$ cat src/rtl/ps2_key_decoder_if.sv
`default_nettype none
// +----------------------------------------------------------------------------+
// | ps2_key_decoder_if : scancode byte strobe in, per-key key state out          |
// | Revision: 1.0                                                                |
// +----------------------------------------------------------------------------+
interface ps2_key_decoder_if #(
  parameter int NUM_KEYS = 4
);
  logic [7:0]          key_byte;
  logic                key_valid;
  logic [NUM_KEYS-1:0] clear_toggle;
  logic [NUM_KEYS-1:0] key_held;
  logic [NUM_KEYS-1:0] key_press;
  logic [NUM_KEYS-1:0] key_release;
  logic [NUM_KEYS-1:0] key_toggle;
  logic [8:0]          last_code;
  logic                seq_error;

  modport master (
    output key_byte, key_valid, clear_toggle,
    input  key_held, key_press, key_release, key_toggle, last_code, seq_error
  );

  modport slave (
    input  key_byte, key_valid, clear_toggle,
    output key_held, key_press, key_release, key_toggle, last_code, seq_error
  );
endinterface
`default_nettype wire

$ cat src/rtl/ps2_key_decoder.sv
`default_nettype none
// +----------------------------------------------------------------------------+
// | ps2_key_decoder : PS/2 Set-2 make/break decoder for NUM_KEYS programmable    |
// | keys. Define PS2_KEY_REPEAT_EN to pulse key_press on typematic repeats.      |
// | Revision: 1.0                                                                |
// +----------------------------------------------------------------------------+
module ps2_key_decoder #(
  parameter int                    NUM_KEYS       = 4,
  parameter logic [NUM_KEYS*9-1:0] KEY_CODES      = {9'h04D, 9'h029, 9'h174, 9'h16B},
  parameter int                    TIMEOUT_CYCLES = 50000
) (
  input  wire logic        clock,
  input  wire logic        resetn,
  ps2_key_decoder_if.slave bus
);

  localparam logic [2:0] c_ST_IDLE    = 3'd0;
  localparam logic [2:0] c_ST_EXT     = 3'd1;
  localparam logic [2:0] c_ST_BRK     = 3'd2;
  localparam logic [2:0] c_ST_EXT_BRK = 3'd3;
  localparam logic [2:0] c_ST_SKIP_E1 = 3'd4;

  localparam int              c_CW       = (TIMEOUT_CYCLES > 1) ? $clog2(TIMEOUT_CYCLES) : 1;
  localparam logic [c_CW-1:0] c_TMO_LAST = c_CW'(TIMEOUT_CYCLES - 1);

  localparam logic [7:0] c_B_E0 = 8'hE0;
  localparam logic [7:0] c_B_F0 = 8'hF0;
  localparam logic [7:0] c_B_E1 = 8'hE1;

  logic [2:0]          r_state;
  logic [2:0]          w_state_nxt;
  logic [2:0]          r_skip;
  logic [c_CW-1:0]     r_tmo;

  logic                w_tmo_hit;
  logic                w_fake_shift;
  logic                w_ignored;
  logic                w_make;
  logic                w_brk;
  logic                w_proto_err;
  logic [8:0]          w_code;
  logic [NUM_KEYS-1:0] w_match;

  logic [NUM_KEYS-1:0] r_held;
  logic [NUM_KEYS-1:0] r_press;
  logic [NUM_KEYS-1:0] r_release;
  logic [NUM_KEYS-1:0] r_toggle;
  logic [8:0]          r_last_code;
  logic                r_seq_error;

  assign w_fake_shift = (bus.key_byte == 8'h12) || (bus.key_byte == 8'h59);
  assign w_ignored    = (bus.key_byte == 8'h00) || (bus.key_byte == 8'hAA) ||
                        (bus.key_byte == 8'hFA) || (bus.key_byte == 8'hFC) ||
                        (bus.key_byte == 8'hFD) || (bus.key_byte == 8'hFE) ||
                        (bus.key_byte == 8'hFF);

  // An arriving byte always beats a timeout in the same cycle.
  assign w_tmo_hit = !bus.key_valid && (r_state != c_ST_IDLE) && (r_tmo == c_TMO_LAST);

  always_ff @(posedge clock or negedge resetn) begin
    if (!resetn) begin
      r_state <= c_ST_IDLE;
    end else begin
      r_state <= w_state_nxt;
    end
  end

  always_comb begin
    w_state_nxt = r_state;
    if (bus.key_valid) begin
      case (r_state)
        c_ST_IDLE: begin
          if (bus.key_byte == c_B_E0)      w_state_nxt = c_ST_EXT;
          else if (bus.key_byte == c_B_F0) w_state_nxt = c_ST_BRK;
          else if (bus.key_byte == c_B_E1) w_state_nxt = c_ST_SKIP_E1;
        end
        c_ST_EXT: begin
          if (bus.key_byte == c_B_F0)      w_state_nxt = c_ST_EXT_BRK;
          else if (bus.key_byte != c_B_E0) w_state_nxt = c_ST_IDLE;
        end
        c_ST_BRK: begin
          if (bus.key_byte == c_B_E0)      w_state_nxt = c_ST_EXT;
          else if (bus.key_byte != c_B_F0) w_state_nxt = c_ST_IDLE;
        end
        c_ST_EXT_BRK: w_state_nxt = c_ST_IDLE;
        c_ST_SKIP_E1: begin
          if (r_skip == 3'd1) w_state_nxt = c_ST_IDLE;
        end
        default: w_state_nxt = c_ST_IDLE;
      endcase
    end else if (w_tmo_hit) begin
      w_state_nxt = c_ST_IDLE;
    end
  end

  always_comb begin
    w_make      = 1'b0;
    w_brk       = 1'b0;
    w_proto_err = 1'b0;
    w_code      = {1'b0, bus.key_byte};
    if (bus.key_valid) begin
      case (r_state)
        c_ST_IDLE: begin
          if ((bus.key_byte != c_B_E0) && (bus.key_byte != c_B_F0) &&
              (bus.key_byte != c_B_E1) && !w_ignored) begin
            w_make = 1'b1;
          end
        end
        c_ST_EXT: begin
          if ((bus.key_byte != c_B_F0) && (bus.key_byte != c_B_E0) && !w_fake_shift) begin
            w_make = 1'b1;
            w_code = {1'b1, bus.key_byte};
          end
        end
        c_ST_BRK: begin
          if (bus.key_byte == c_B_E0)      w_proto_err = 1'b1;
          else if (bus.key_byte != c_B_F0) w_brk = 1'b1;
        end
        c_ST_EXT_BRK: begin
          if (!w_fake_shift) begin
            w_brk  = 1'b1;
            w_code = {1'b1, bus.key_byte};
          end
        end
        default: ;
      endcase
    end
  end

  always_ff @(posedge clock or negedge resetn) begin
    if (!resetn) begin
      r_tmo  <= '0;
      r_skip <= 3'd0;
    end else begin
      if (bus.key_valid || (r_state == c_ST_IDLE) || w_tmo_hit) begin
        r_tmo <= '0;
      end else begin
        r_tmo <= r_tmo + c_CW'(1);
      end
      if (bus.key_valid) begin
        if ((r_state == c_ST_IDLE) && (bus.key_byte == c_B_E1)) begin
          r_skip <= 3'd7;
        end else if (r_state == c_ST_SKIP_E1) begin
          r_skip <= r_skip - 3'd1;
        end
      end
    end
  end

  generate
    for (genvar gi = 0; gi < NUM_KEYS; gi++) begin : g_match
      assign w_match[gi] = (w_code == KEY_CODES[9*gi +: 9]);
    end
  endgenerate

  // Every slot whose code matches is updated, so duplicate codes move together.
  always_ff @(posedge clock or negedge resetn) begin
    if (!resetn) begin
      r_held      <= '0;
      r_press     <= '0;
      r_release   <= '0;
      r_toggle    <= '0;
      r_last_code <= 9'd0;
      r_seq_error <= 1'b0;
    end else begin
      r_press     <= '0;
      r_release   <= '0;
      r_seq_error <= w_proto_err || w_tmo_hit;
      if (w_make || w_brk) begin
        r_last_code <= w_code;
      end
      for (int i = 0; i < NUM_KEYS; i++) begin
        if (w_make && w_match[i]) begin
          if (!r_held[i]) begin
            r_held[i]   <= 1'b1;
            r_press[i]  <= 1'b1;
            r_toggle[i] <= ~r_toggle[i];
          end
`ifdef PS2_KEY_REPEAT_EN
          else begin
            r_press[i] <= 1'b1;
          end
`endif
        end
        if (w_brk && w_match[i] && r_held[i]) begin
          r_held[i]    <= 1'b0;
          r_release[i] <= 1'b1;
        end
        if (bus.clear_toggle[i]) begin
          r_toggle[i] <= 1'b0;
        end
      end
    end
  end

  assign bus.key_held    = r_held;
  assign bus.key_press   = r_press;
  assign bus.key_release = r_release;
  assign bus.key_toggle  = r_toggle;
  assign bus.last_code   = r_last_code;
  assign bus.seq_error   = r_seq_error;

endmodule
`default_nettype wire

$ cat src/flat_wrapper.sv
// flat-port wrapper written by rule: the top's interface ports become plain ports
module ps2_key_decoder_flat 
#(
  parameter int                    NUM_KEYS       = 4,
  parameter logic [NUM_KEYS*9-1:0] KEY_CODES      = {9'h04D, 9'h029, 9'h174, 9'h16B},
  parameter int                    TIMEOUT_CYCLES = 50000
)
  (clock, resetn, bus_key_byte, bus_key_valid, bus_clear_toggle, bus_key_held, bus_key_press, bus_key_release, bus_key_toggle, bus_last_code, bus_seq_error);
  ps2_key_decoder_if #(.NUM_KEYS(NUM_KEYS)) bus_i ();
  input  wire logic clock;
  input  wire logic resetn;
  input wire logic [$bits(bus_i.key_byte)-1:0] bus_key_byte;
  input wire logic [$bits(bus_i.key_valid)-1:0] bus_key_valid;
  input wire logic [$bits(bus_i.clear_toggle)-1:0] bus_clear_toggle;
  output wire logic [$bits(bus_i.key_held)-1:0] bus_key_held;
  output wire logic [$bits(bus_i.key_press)-1:0] bus_key_press;
  output wire logic [$bits(bus_i.key_release)-1:0] bus_key_release;
  output wire logic [$bits(bus_i.key_toggle)-1:0] bus_key_toggle;
  output wire logic [$bits(bus_i.last_code)-1:0] bus_last_code;
  output wire logic [$bits(bus_i.seq_error)-1:0] bus_seq_error;
  assign bus_i.key_byte = bus_key_byte;
  assign bus_i.key_valid = bus_key_valid;
  assign bus_i.clear_toggle = bus_clear_toggle;
  assign bus_key_held = bus_i.key_held;
  assign bus_key_press = bus_i.key_press;
  assign bus_key_release = bus_i.key_release;
  assign bus_key_toggle = bus_i.key_toggle;
  assign bus_last_code = bus_i.last_code;
  assign bus_seq_error = bus_i.seq_error;
  ps2_key_decoder #(.NUM_KEYS(NUM_KEYS), .KEY_CODES(KEY_CODES), .TIMEOUT_CYCLES(TIMEOUT_CYCLES)) u_core (.clock(clock), .resetn(resetn), .bus(bus_i));
endmodule
$ cat config.mk
export PLATFORM = sky130hd
export DESIGN_NAME = ps2_key_decoder_flat
export DESIGN_NICKNAME = d
export VERILOG_FILES = /design/src/rtl/ps2_key_decoder_if.sv /design/src/rtl/ps2_key_decoder.sv /design/src/flat_wrapper.sv
export SDC_FILE = /design/constraint.sdc
export NUM_CORES = 1
export LEC_CHECK = 0
export ABC_AREA = 0
export CORE_ASPECT_RATIO = 1.4
export CORE_MARGIN = 4
export CORE_UTILIZATION = 53
export DETAILED_ROUTE_END_ITERATION = 7
export PLACE_DENSITY = 0.8
export SYNTH_ARGS = -nofsm -noshare
export SYNTH_HDL_FRONTEND = slang
export SYNTH_SLANG_ARGS = --single-unit
$ cat constraint.sdc
create_clock -name clock -period 2.9 [get_ports clock]
set_input_delay 0.725 -clock clock [delete_from_list [all_inputs] [get_ports clock]]
set_output_delay 0.725 -clock clock [all_outputs]
set_load 0.02 [all_outputs]
==> results of run 1 <==
==> sequential cells by signal, summed over array words and instances (netlist names) <==
name / count
u_core.bus.key_held: 4
u_core.bus.seq_error: 1
u_core.bus.key_press: 4
u_core.bus.last_code: 9
u_core.r_state: 3
u_core.bus.key_toggle: 4
u_core.bus.key_release: 4
u_core.r_skip: 3
u_core.r_tmo: 16
==> where the power goes <==
part	internal [µW]	switching [µW]
Combinational	104	93.8
Sequential	691	18.2
Clock	193	225
Total	989	337
==> cells by family (layout without fill, tap and decap cells) <==
kind of cell    Yosys count  after routing  share of synthesized area, %
compound gates           22             22                          6.34
xor+xnor                 16             16                          5.82
fa+ha+maj                 3              3                          1.56
buf+inv                  24             91                          4.57
flops                    48             48                          49.9
mux                       9              9                          5.45
simple gates            110            110                          26.4
==> per-layer routing <==
metal	track usage (%)	vias up	share of wire [%]
li1	-	946	-
met1	23.8	942	41
met2	38.2	49	53
met3	4.49	16	3.8
met4	9.62	0	2.6
met5	0	-	0
==> critical path: cells and delay by family <==
kind | cells | cell delay (ns)
buf+inv | 3 | 0.93
mux | 1 | 0.32
simple gates | 4 | 0.84
==> cell type report <==
class,count,share of cell area [%]
clock buffer,6,2.63
clock inverter,2,0.478
timing repair buffer,71,20.0
tap,60,2.39
sequential,48,38.2
inverter,12,1.43
multi-input combinational,160,34.9
==> layout by cell type, fill, tap and decap left out, types with 6 or more instances in the layout <==
cell type / synthesis / final
xnor2_1: 7 / 7
o21ai_0: 8 / 8
buf_4: 1 / 31
nor3_1: 8 / 8
nand3_1: 8 / 8
nor2_1: 33 / 33
nand2_1: 12 / 12
dfrtp_1: 48 / 48
mux2_4: 8 / 8
clkdlybuf4s50_1: 0 / 39
clkbuf_8: 0 / 6
inv_1: 12 / 12
nand4_1: 10 / 10
and3_1: 6 / 6
xor2_1: 9 / 9
==> how the worst max path moves through the flow <==
stage	startpoint	to	slack, ns	cells past startpoint
2_1_floorplan	bus_key_byte[1]	u_core.bus.last_code[0]	0.29	7
3_3_place_gp	bus_key_byte[7]	u_core.bus.last_code[2]	-0.02	8
3_5_place_dp	bus_key_byte[6]	u_core.bus.last_code[2]	-0.04	6
4_1_cts	bus_key_byte[7]	u_core.bus.last_code[2]	0.28	8
5_1_grt	bus_key_byte[7]	u_core.bus.last_code[2]	0.19	8
6_report	bus_key_byte[7]	u_core.bus.last_code[2]	0.27	8
==> per-stage QoR <==
| step | util, % | setup WS (ns) |
|---|---|---|
| detailed placement | 70.7 | -0.0425 |
| global placement | 70.7 | -0.0156 |
| finish | 73.0 | 0.268 |
| CTS | 73.0 | 0.284 |
| global route | 73.0 | 0.188 |
| floorplan | - | 0.293 |
==> flow_summary.toml, run 1 <==
[drt]
vias_per_cell = 5.44
route.antenna.remaining_nets = 0
routedWlPerCell_um = 15.1
drcViolationCount = 0
vias = 1953
first_pass_iters = 4
wl_um = 5430
first_iter_violations = 72

[floorplanning]
std_cell_rows = 28
die_y_um = 87.8
ios = 41
core_area_um2 = 4310
die_area_um2 = 5700
dieWidth_um = 65.0
initial_core_util_pct = 55.9

[sta]
fin_tns_setup_ns = 0
fmax_mhz = 380
slew_headroom_pct = 60.6
setup_violations = 0
rsz0062_at_grt = "no"
clock_skew_ns = 0.00924
worstMarginPinSlew_ns = 0.591
timing.hold.ws_ns = 0.383
finalCriticalPeriod_ns = 2.63
hold_viol = 0
drv_slew = 0
fin_crit_sh_pct = 90.8

[cts]
cts.sinks = 48
cts_resized = 0
clock-root-buffer = "clkbuf_8"
clk_latency_ns = 0.31
cts_setup_buffers = 0
cts-htree-levels = 2
clkTransAtPathRegs_ns = 0.09
cts_buffers = 5
ctsLongestPathBuffers = 2
cts_tree = "done"
cts_hold_buf = 0

[yosys]
yosysSeqAreaShare_pct = 49.9
syn_inst = 232
syn-num-nets = 250
synth_area_um2 = 2410
yosysTopAreaCellShare_pct = 49.9
synth-edff-count = 0
async_flop_share_pct = 100
synth.most_common_cell = "dfrtp_1"
synth_cell_types = 47
netlist_top_cells_area = "dfrtp_1, nor2_1, mux2_4"
ys_top_cells_by_count = "dfrtp_1, nor2_1, inv_1, nand2_1, nand4_1"
synth_top_area_cell = "dfrtp_1"
synth_ff_type = "dfrtp_1"
syn_avg_cell_area_um2 = 10.4
synth_warnings = 0
yosys_register_bits = 48

[setup_path]
reg2reg_from = "u_core.r_state[0]"
cp_cell_sequence = "clkdlybuf4s50_1 -> nor4bb_1 -> buf_4 -> nand2_1 -> buf_4 -> nand4b_1 -> and3_4 -> mux2_4"
crit_path_max_fanout = 8
critPathKind = "in2reg"
critPathCaptureType = "register"
r2r_cells = 5
r2r-end = "u_core.bus.last_code[2]"
critPathMostFrequentCell = "buf_4"
critPathMaxStageDelay_ns = 0.61
crit_arrival_ns = 2.82
slowest_stage = "clkdlybuf4s50_1"
r2r_slack_ns = 0.68
critical_path_required_ns = 3.09
cp-start-kind = "input pin"

[pwr]
leakage_uw = 0.00139
total_power_uw = 1330
power.density_nw_per_um2 = 421
ir_drop_uv = 316

[final_layout]
areaGrowthSynthToFinish_pct = 30.5
nets = 316
layout-drive-gt1-share_pct = 18.7
fin_area_um2 = 3140
final_cells = 359
multiInputGateArea_um2 = 1100
antenna_cells = 0
register_area_um2 = 1200
num-fill-cells = 333

[grt]
grt_use_total_pct = 21.2
grt_max_degree = 25
grt_overflow = 0
grt_pass1_vias = 2078
grt_pass1_wl_um = 9350
antenna_found_initial = 0

[flow_run]
max_cap_violations = 0

[min_path]
hold_path.class = "in2async"

[placement]
dp_cells = 351
place_hpwl_um = 4140
gp_congestion = 0.938
io_buffers = 40
placed_area_um2 = 3050

[status]
run_status = "finished clean"
Note: power is estimated with default switching activity, not from simulation.
==> run 2, diff against run 1 <==
--- a/config.mk
+++ b/config.mk
@@ -5,12 +5,12 @@
 export SDC_FILE = /design/constraint.sdc
 export NUM_CORES = 1
 export LEC_CHECK = 0
-export ABC_AREA = 0
+export ABC_AREA = 1
 export CORE_ASPECT_RATIO = 1.4
 export CORE_MARGIN = 4
 export CORE_UTILIZATION = 53
 export DETAILED_ROUTE_END_ITERATION = 7
-export PLACE_DENSITY = 0.8
+export PLACE_DENSITY = 0.79
 export SYNTH_ARGS = -nofsm -noshare
 export SYNTH_HDL_FRONTEND = slang
 export SYNTH_SLANG_ARGS = --single-unit
==> run 2 against run 1 <==
Net effect: combinational power rose to 2.7 times the previous value; sequential share of layout area fell by 0.061 points; die area rose by 6.7%; core utilization fell by 5.2 points; sequential cell count did not move; first-iteration DRC count rose by 51%; count of clock-buffer cells in the layout rose by 1; power rose by 33%; synthesized area rose by 7.5%; non-clock buffer count fell by 29; critical endpoint is now u_core.bus.last_code[1]; largest cell class unchanged; highest routed layer unchanged.
==> flow_summary.toml, run 2 <==
[grt]
grt_pass1_wl_um = 9050
grt_max_degree = 49
antenna_found_initial = 0
grt_pass1_vias = 2190
grt_use_total_pct = 18.7
grt_overflow = 0

[pwr]
leakage_uw = 0.00144
pwr-share-seq_pct = 46.1
ir_drop_uv = 383
power.density_nw_per_um2 = 559
p_sw_share_pct = 33.3
clkPwrFrac_pct = 23.4
comb_power_share_pct = 30.5
total_power_uw = 1760
p_int_uw = 1170
power.switching_uw = 587

[final_layout]
final_cell_mix = "nand2_1, nor2_1, dfrtp_1"
final_common_cell = "nand2_1"
nets = 396
num-fill-cells = 426
multiInputGateArea_um2 = 1170
layout-drive-gt1-share_pct = 15.3
largest_register_ffs = 16
antenna_cells = 0
regMostFlops = "u_core.r_tmo"
areaGrowthSynthToFinish_pct = 21.6
register_area_um2 = 1200
post-route-util_pct = 67.8

[placement]
gp_congestion = 0.927
pre_cts_ws_ns = 0.269
place_hpwl_um = 4000
io_buffers = 40

[sta]
rsz0062_at_grt = "no"
worstMarginPinSlew_ns = 0.603
drv_slew = 0
hold_viol = 0
fin_crit_sh_pct = 79.6
setup_violations = 0
slew_headroom_pct = 59.8
finalCriticalPeriod_ns = 2.31
fmax_mhz = 433
fin_tns_setup_ns = 0
clock_skew_ns = 0.00796
setup_ws_ns = 0.592
timing.hold.ws_ns = 0.474

[yosys]
synth.most_common_cell = "nand2_1"
yosysSeqAreaShare_pct = 46.4
synth-edff-count = 0
synth_ff_type = "dfrtp_1"
ys_top_cells_by_count = "nand2_1, nor2_1, dfrtp_1"
syn-num-nets = 350
syn_avg_cell_area_um2 = 7.80
synth_cell_types = 31
syn_inst = 332
synth_area_um2 = 2590
netlist_top_cells_area = "dfrtp_1, nand2_1, nor2_1"
synth_warnings = 0
yosys_register_bits = 48
yosysTopAreaCellShare_pct = 46.4
synth_top_area_cell = "dfrtp_1"
async_flop_share_pct = 100

[setup_path]
critPathKind = "in2reg"
reg2reg_from = "u_core.r_tmo[0]"
cp_cell_sequence = "clkdlybuf4s50_1 -> inv_2 -> nor2_1 -> nand2_1 -> nor2_2 -> nor2_4 -> nand2_2 -> o21ai_1 -> inv_2 -> nand2_4 -> nor2_1 -> a21oi_2"
crit_path_max_fanout = 16
crit_family = "simple AND/OR/NAND/NOR gates"
critPathCaptureType = "register"
slowest_stage = "clkdlybuf4s50_1"
cp.buffers_inverters = 3
startpoint = "bus_key_byte[6]"
critPathMaxStageDelay_ns = 0.54
critical_path_required_ns = 3.09
crit_arrival_ns = 2.50
cp-start-kind = "input pin"

[floorplanning]
dieWidth_um = 67.1
die_y_um = 90.7
initial_core_util_pct = 55.8
std_cell_rows = 29
die_area_um2 = 6080
ios = 41
core_area_um2 = 4640

[drt]
drcViolationCount = 0
routedWlPerCell_um = 11.7
route.antenna.remaining_nets = 0
vias = 2216
vias_per_cell = 5.02
first_iter_violations = 109
first_pass_iters = 4
wl_um = 5150

[cts]
clk_latency_ns = 0.30
cts_setup_buffers = 0
clock-root-buffer = "clkbuf_8"
cts_hold_buf = 0
cts_tree = "done"
clkTransAtPathRegs_ns = 0.08
ctsLongestPathBuffers = 2
cts_buffers = 5
cts_resized = 0
cts.sinks = 48
cts-htree-levels = 2

[min_path]
min_from = "u_core.r_tmo[0]"
hold_path.class = "reg2reg"

[flow_run]
max_cap_violations = 0

[status]
run_status = "finished clean"
[run 2: final cells by class]
class / instances / share of cell area (%)
inverters: 52 / 6.20
multi-input cells: 229 / 37.2
repair buffers: 42 / 13.0
well taps: 62 / 2.46
clock inverters: 1 / 0.238
flip-flops and latches: 48 / 38.1
clock buffers: 7 / 2.74
[run 2: worst paths after layout]
kind,to,slack (ns),cells past startpoint
worst max-delay path,u_core.bus.last_code[1],0.59,12
worst min-delay path,u_core.r_tmo[0],0.47,1
worst max register to register,u_core.r_tmo[12],1.08,12
worst min register to register,u_core.r_tmo[0],0.47,1
max in group asynchronous,u_core.r_tmo[5],1.98,2
min in group asynchronous,u_core.r_tmo[1],0.51,2
[run 2: per-stage QoR]
| step | instance area (µm²) | std cells |
|---|---|---|
| global route | 3150 | 441 |
| CTS | 3150 | 441 |
| detailed placement | 3060 | 433 |
| global placement | 3060 | 433 |
| floorplan | 2590 | 332 |
| finish | 3150 | 441 |
[run 2: power by group through the flow]
stage | Clock, µW | Combinational, µW | Sequential, µW
after floorplan | 0 | 276 | 891
after CTS | 425 | 543 | 813
after global routing | 454 | 601 | 826
final | 412 | 536 | 813
after detailed placement | 0 | 543 | 824
after global placement | 0 | 533 | 825
[run 2: per-layer routing]
metal  global-route usage (%)  vias to the layer above  wire length (µm)
met1                     21.8                     1036              2220
met4                     5.08                        0                66
li1                         -                     1141                 -
met2                     34.0                       33              2730
met3                     2.99                        6               128
met5                        0                        -                 0
[run 2: cells by family (layout without fill, tap and decap cells)]
kind of cell / Yosys count / after routing / share of synthesized area [%]
AOI/OAI and AO/OA: 38 / 38 / 9.52
and+or+nand+nor: 185 / 185 / 33.2
adders and majority gates: 3 / 3 / 1.45
DFF: 48 / 48 / 46.4
xor gates and xnor gates: 3 / 3 / 1.01
buffers and inverters: 55 / 102 / 8.41
==> run 3, diff against run 2 <==
--- a/config.mk
+++ b/config.mk
@@ -8,9 +8,9 @@
 export ABC_AREA = 1
 export CORE_ASPECT_RATIO = 1.4
 export CORE_MARGIN = 4
-export CORE_UTILIZATION = 53
+export CORE_UTILIZATION = 48
 export DETAILED_ROUTE_END_ITERATION = 7
-export PLACE_DENSITY = 0.79
+export PLACE_DENSITY = 0.75
 export SYNTH_ARGS = -nofsm -noshare
 export SYNTH_HDL_FRONTEND = slang
 export SYNTH_SLANG_ARGS = --single-unit
==> constraint.sdc (replaced) <==
create_clock -name clock -period 2.1 [get_ports clock]
set_input_delay 0.525 -clock clock [delete_from_list [all_inputs] [get_ports clock]]
set_output_delay 0.525 -clock clock [all_outputs]
set_load 0.02 [all_outputs]
==> run 3 against run 2 <==
Net effect: count of clock-buffer cells in the layout decreased by 1; power increased by 45%; combinational power increased by 56%; clock power increased by 43%; core utilization increased by 0.56 points; worst hold slack got worse by 0.28 ns; die area increased by 9.3%; sequential power increased by 39%; setup slack got worse by 0.44 ns; design area increased by 13%; largest cell class is now multi-input gates; highest routed layer unchanged.
==> flow_summary.toml, run 3 (same netlist as run 2, synthesis figures left out) <==
[setup_path]
crit_arrival_ns = 2.13
cp-start-kind = "input pin"
crit_path_max_fanout = 5
r2r_cells = 9
critPathKind = "in2reg"
critPathMaxStageDelay_ns = 0.49
cp_cell_sequence = "clkdlybuf4s50_1 -> inv_1 -> nor3_1 -> nand2_2 -> o21ai_1 -> inv_2 -> buf_4 -> nor4_4 -> nor2_1"
reg2reg_from = "u_core.r_state[2]"
r2r-end = "u_core.bus.key_held[3]"
critPathCaptureType = "register"
critical_path_required_ns = 2.29
r2r_slack_ns = 0.27
slowest_stage = "clkdlybuf4s50_1"

[final_layout]
num-fill-cells = 433
areaGrowthSynthToFinish_pct = 37.2
largest_register_ffs = 16
antenna_cells = 0
final_cells = 478
regMostFlops = "u_core.r_tmo"
layout-drive-gt1-share_pct = 25.0
fin_area_um2 = 3550
final_common_cell = "nand2_1"
nets = 429
post-route-util_pct = 68.4
final_cell_mix = "nand2_1, nor2_1, dfrtp_1"

[drt]
first_pass_iters = 4
routedWlPerCell_um = 12.9
wl_um = 6170
vias_per_cell = 5.01
vias = 2393
drcViolationCount = 0
route.antenna.remaining_nets = 0
first_iter_violations = 70

[sta]
finalCriticalPeriod_ns = 1.95
drv_slew = 0
fmax_mhz = 514
worstMarginPinSlew_ns = 0.413
fin_crit_sh_pct = 92.6
clock_skew_ns = 0.00438
slew_headroom_pct = 72.2
rsz0062_at_grt = "no"
hold_viol = 0
setup_violations = 0
timing.hold.ws_ns = 0.195

[cts]
cts.sinks = 48
ctsLongestPathBuffers = 2
cts_buffers = 5
cts_tree = "done"
cts-htree-levels = 2
cts_hold_buf = 0
clkTransAtPathRegs_ns = 0.09
clock-root-buffer = "clkbuf_8"
clk_latency_ns = 0.30

[placement]
dp_cells = 466
place_hpwl_um = 4440
placed_area_um2 = 3290
gp_congestion = 0.804
io_buffers = 40

[floorplanning]
die_area_um2 = 6650
core_area_um2 = 5200
die_y_um = 94.9
ios = 41
std_cell_rows = 31
initial_core_util_pct = 49.8
dieWidth_um = 70.1

[grt]
grt_overflow = 0
grt_use_total_pct = 18.2
antenna_found_initial = 0
grt_pass1_vias = 2353
grt_max_degree = 49
grt_pass1_wl_um = 9890

[pwr]
ir_drop_uv = 529
leakage_uw = 0.00169
power.density_nw_per_um2 = 719
total_power_uw = 2550

[status]
run_status = "finished clean"

[flow_run]
max_cap_violations = 0

[min_path]
hold_path.class = "in2async"
run 3: cell count changes in the layout (fill, tap and decap cells not counted), sizes merged:
cell / delta
buf: +32
clkinv: +2
clkinvlp: -1
clkdlybuf4s50: -8
dlymetal6s2s: +8
clkbuf: -1
nand2: +1
run 3: layout make-up:
class	count	area, µm²	share of cell area (%)
Multi-Input combinational cell	230	1280	36.0
Sequential cell	48	1200	33.8
Timing Repair Buffer	74	696	19.6
Inverter	52	200	5.63
Clock buffer	6	82.6	2.32
Tap cell	66	82.6	2.32
Clock inverter	2	13.8	0.387
run 3: worst max path at each step:
stage / startpoint / to / cells after the start
after floorplan: bus_key_byte[3] / u_core.bus.last_code[7] / 12
after global placement: bus_key_byte[6] / u_core.bus.key_toggle[1] / 12
final: bus_key_valid / u_core.bus.key_held[3] / 9
after detailed placement: bus_key_byte[3] / u_core.bus.key_toggle[2] / 13
after CTS: bus_key_byte[6] / u_core.bus.key_toggle[2] / 13
after global routing: u_core.r_tmo[0] / u_core.r_tmo[12] / 12
run 3: repair_timing:
action / 4_1_cts / 5_1_grt
pin swaps: 0 / 2
gates cloned: 0 / 1
buffers inserted: 0 / 3
endpoints found under the setup margin: 4 / 19
gates resized for setup: 4 / 25
run 3: through the flow:
| step | setup TNS (ns) | setup WS [ns] |
|---|---|---|
| after floorplan | 0 | 0.385 |
| after global placement | -4.85 | -0.269 |
| after detailed placement | -6.37 | -0.335 |
| after CTS | 0 | 0.00138 |
| after global routing | 0 | 0.0333 |
| final | 0 | 0.155 |
run 3: metal layers:
layer | track usage (%) | vias up | share of wire, %
met5 | 0 | - | 0
met2 | 35.3 | 58 | 56
li1 | - | 1208 | -
met3 | 3.83 | 14 | 3.8
met4 | 6.23 | 0 | 2.1
met1 | 19.2 | 1113 | 38
run 3: power breakdown:
part           leakage, µW  switching [µW]  internal (µW)
Combinational      0.00101             476            361
Sequential        0.000627            81.5           1050
Clock            0.0000516             319            270
run 3: worst max-delay path, delay by kind of cell:
| kind | cells | cell delay, ns |
|---|---|---|
| AND/OR/NAND/NOR | 4 | 0.65 |
| AO/OA/AOI/OAI | 1 | 0.11 |
| buffers and inverters | 4 | 0.85 |
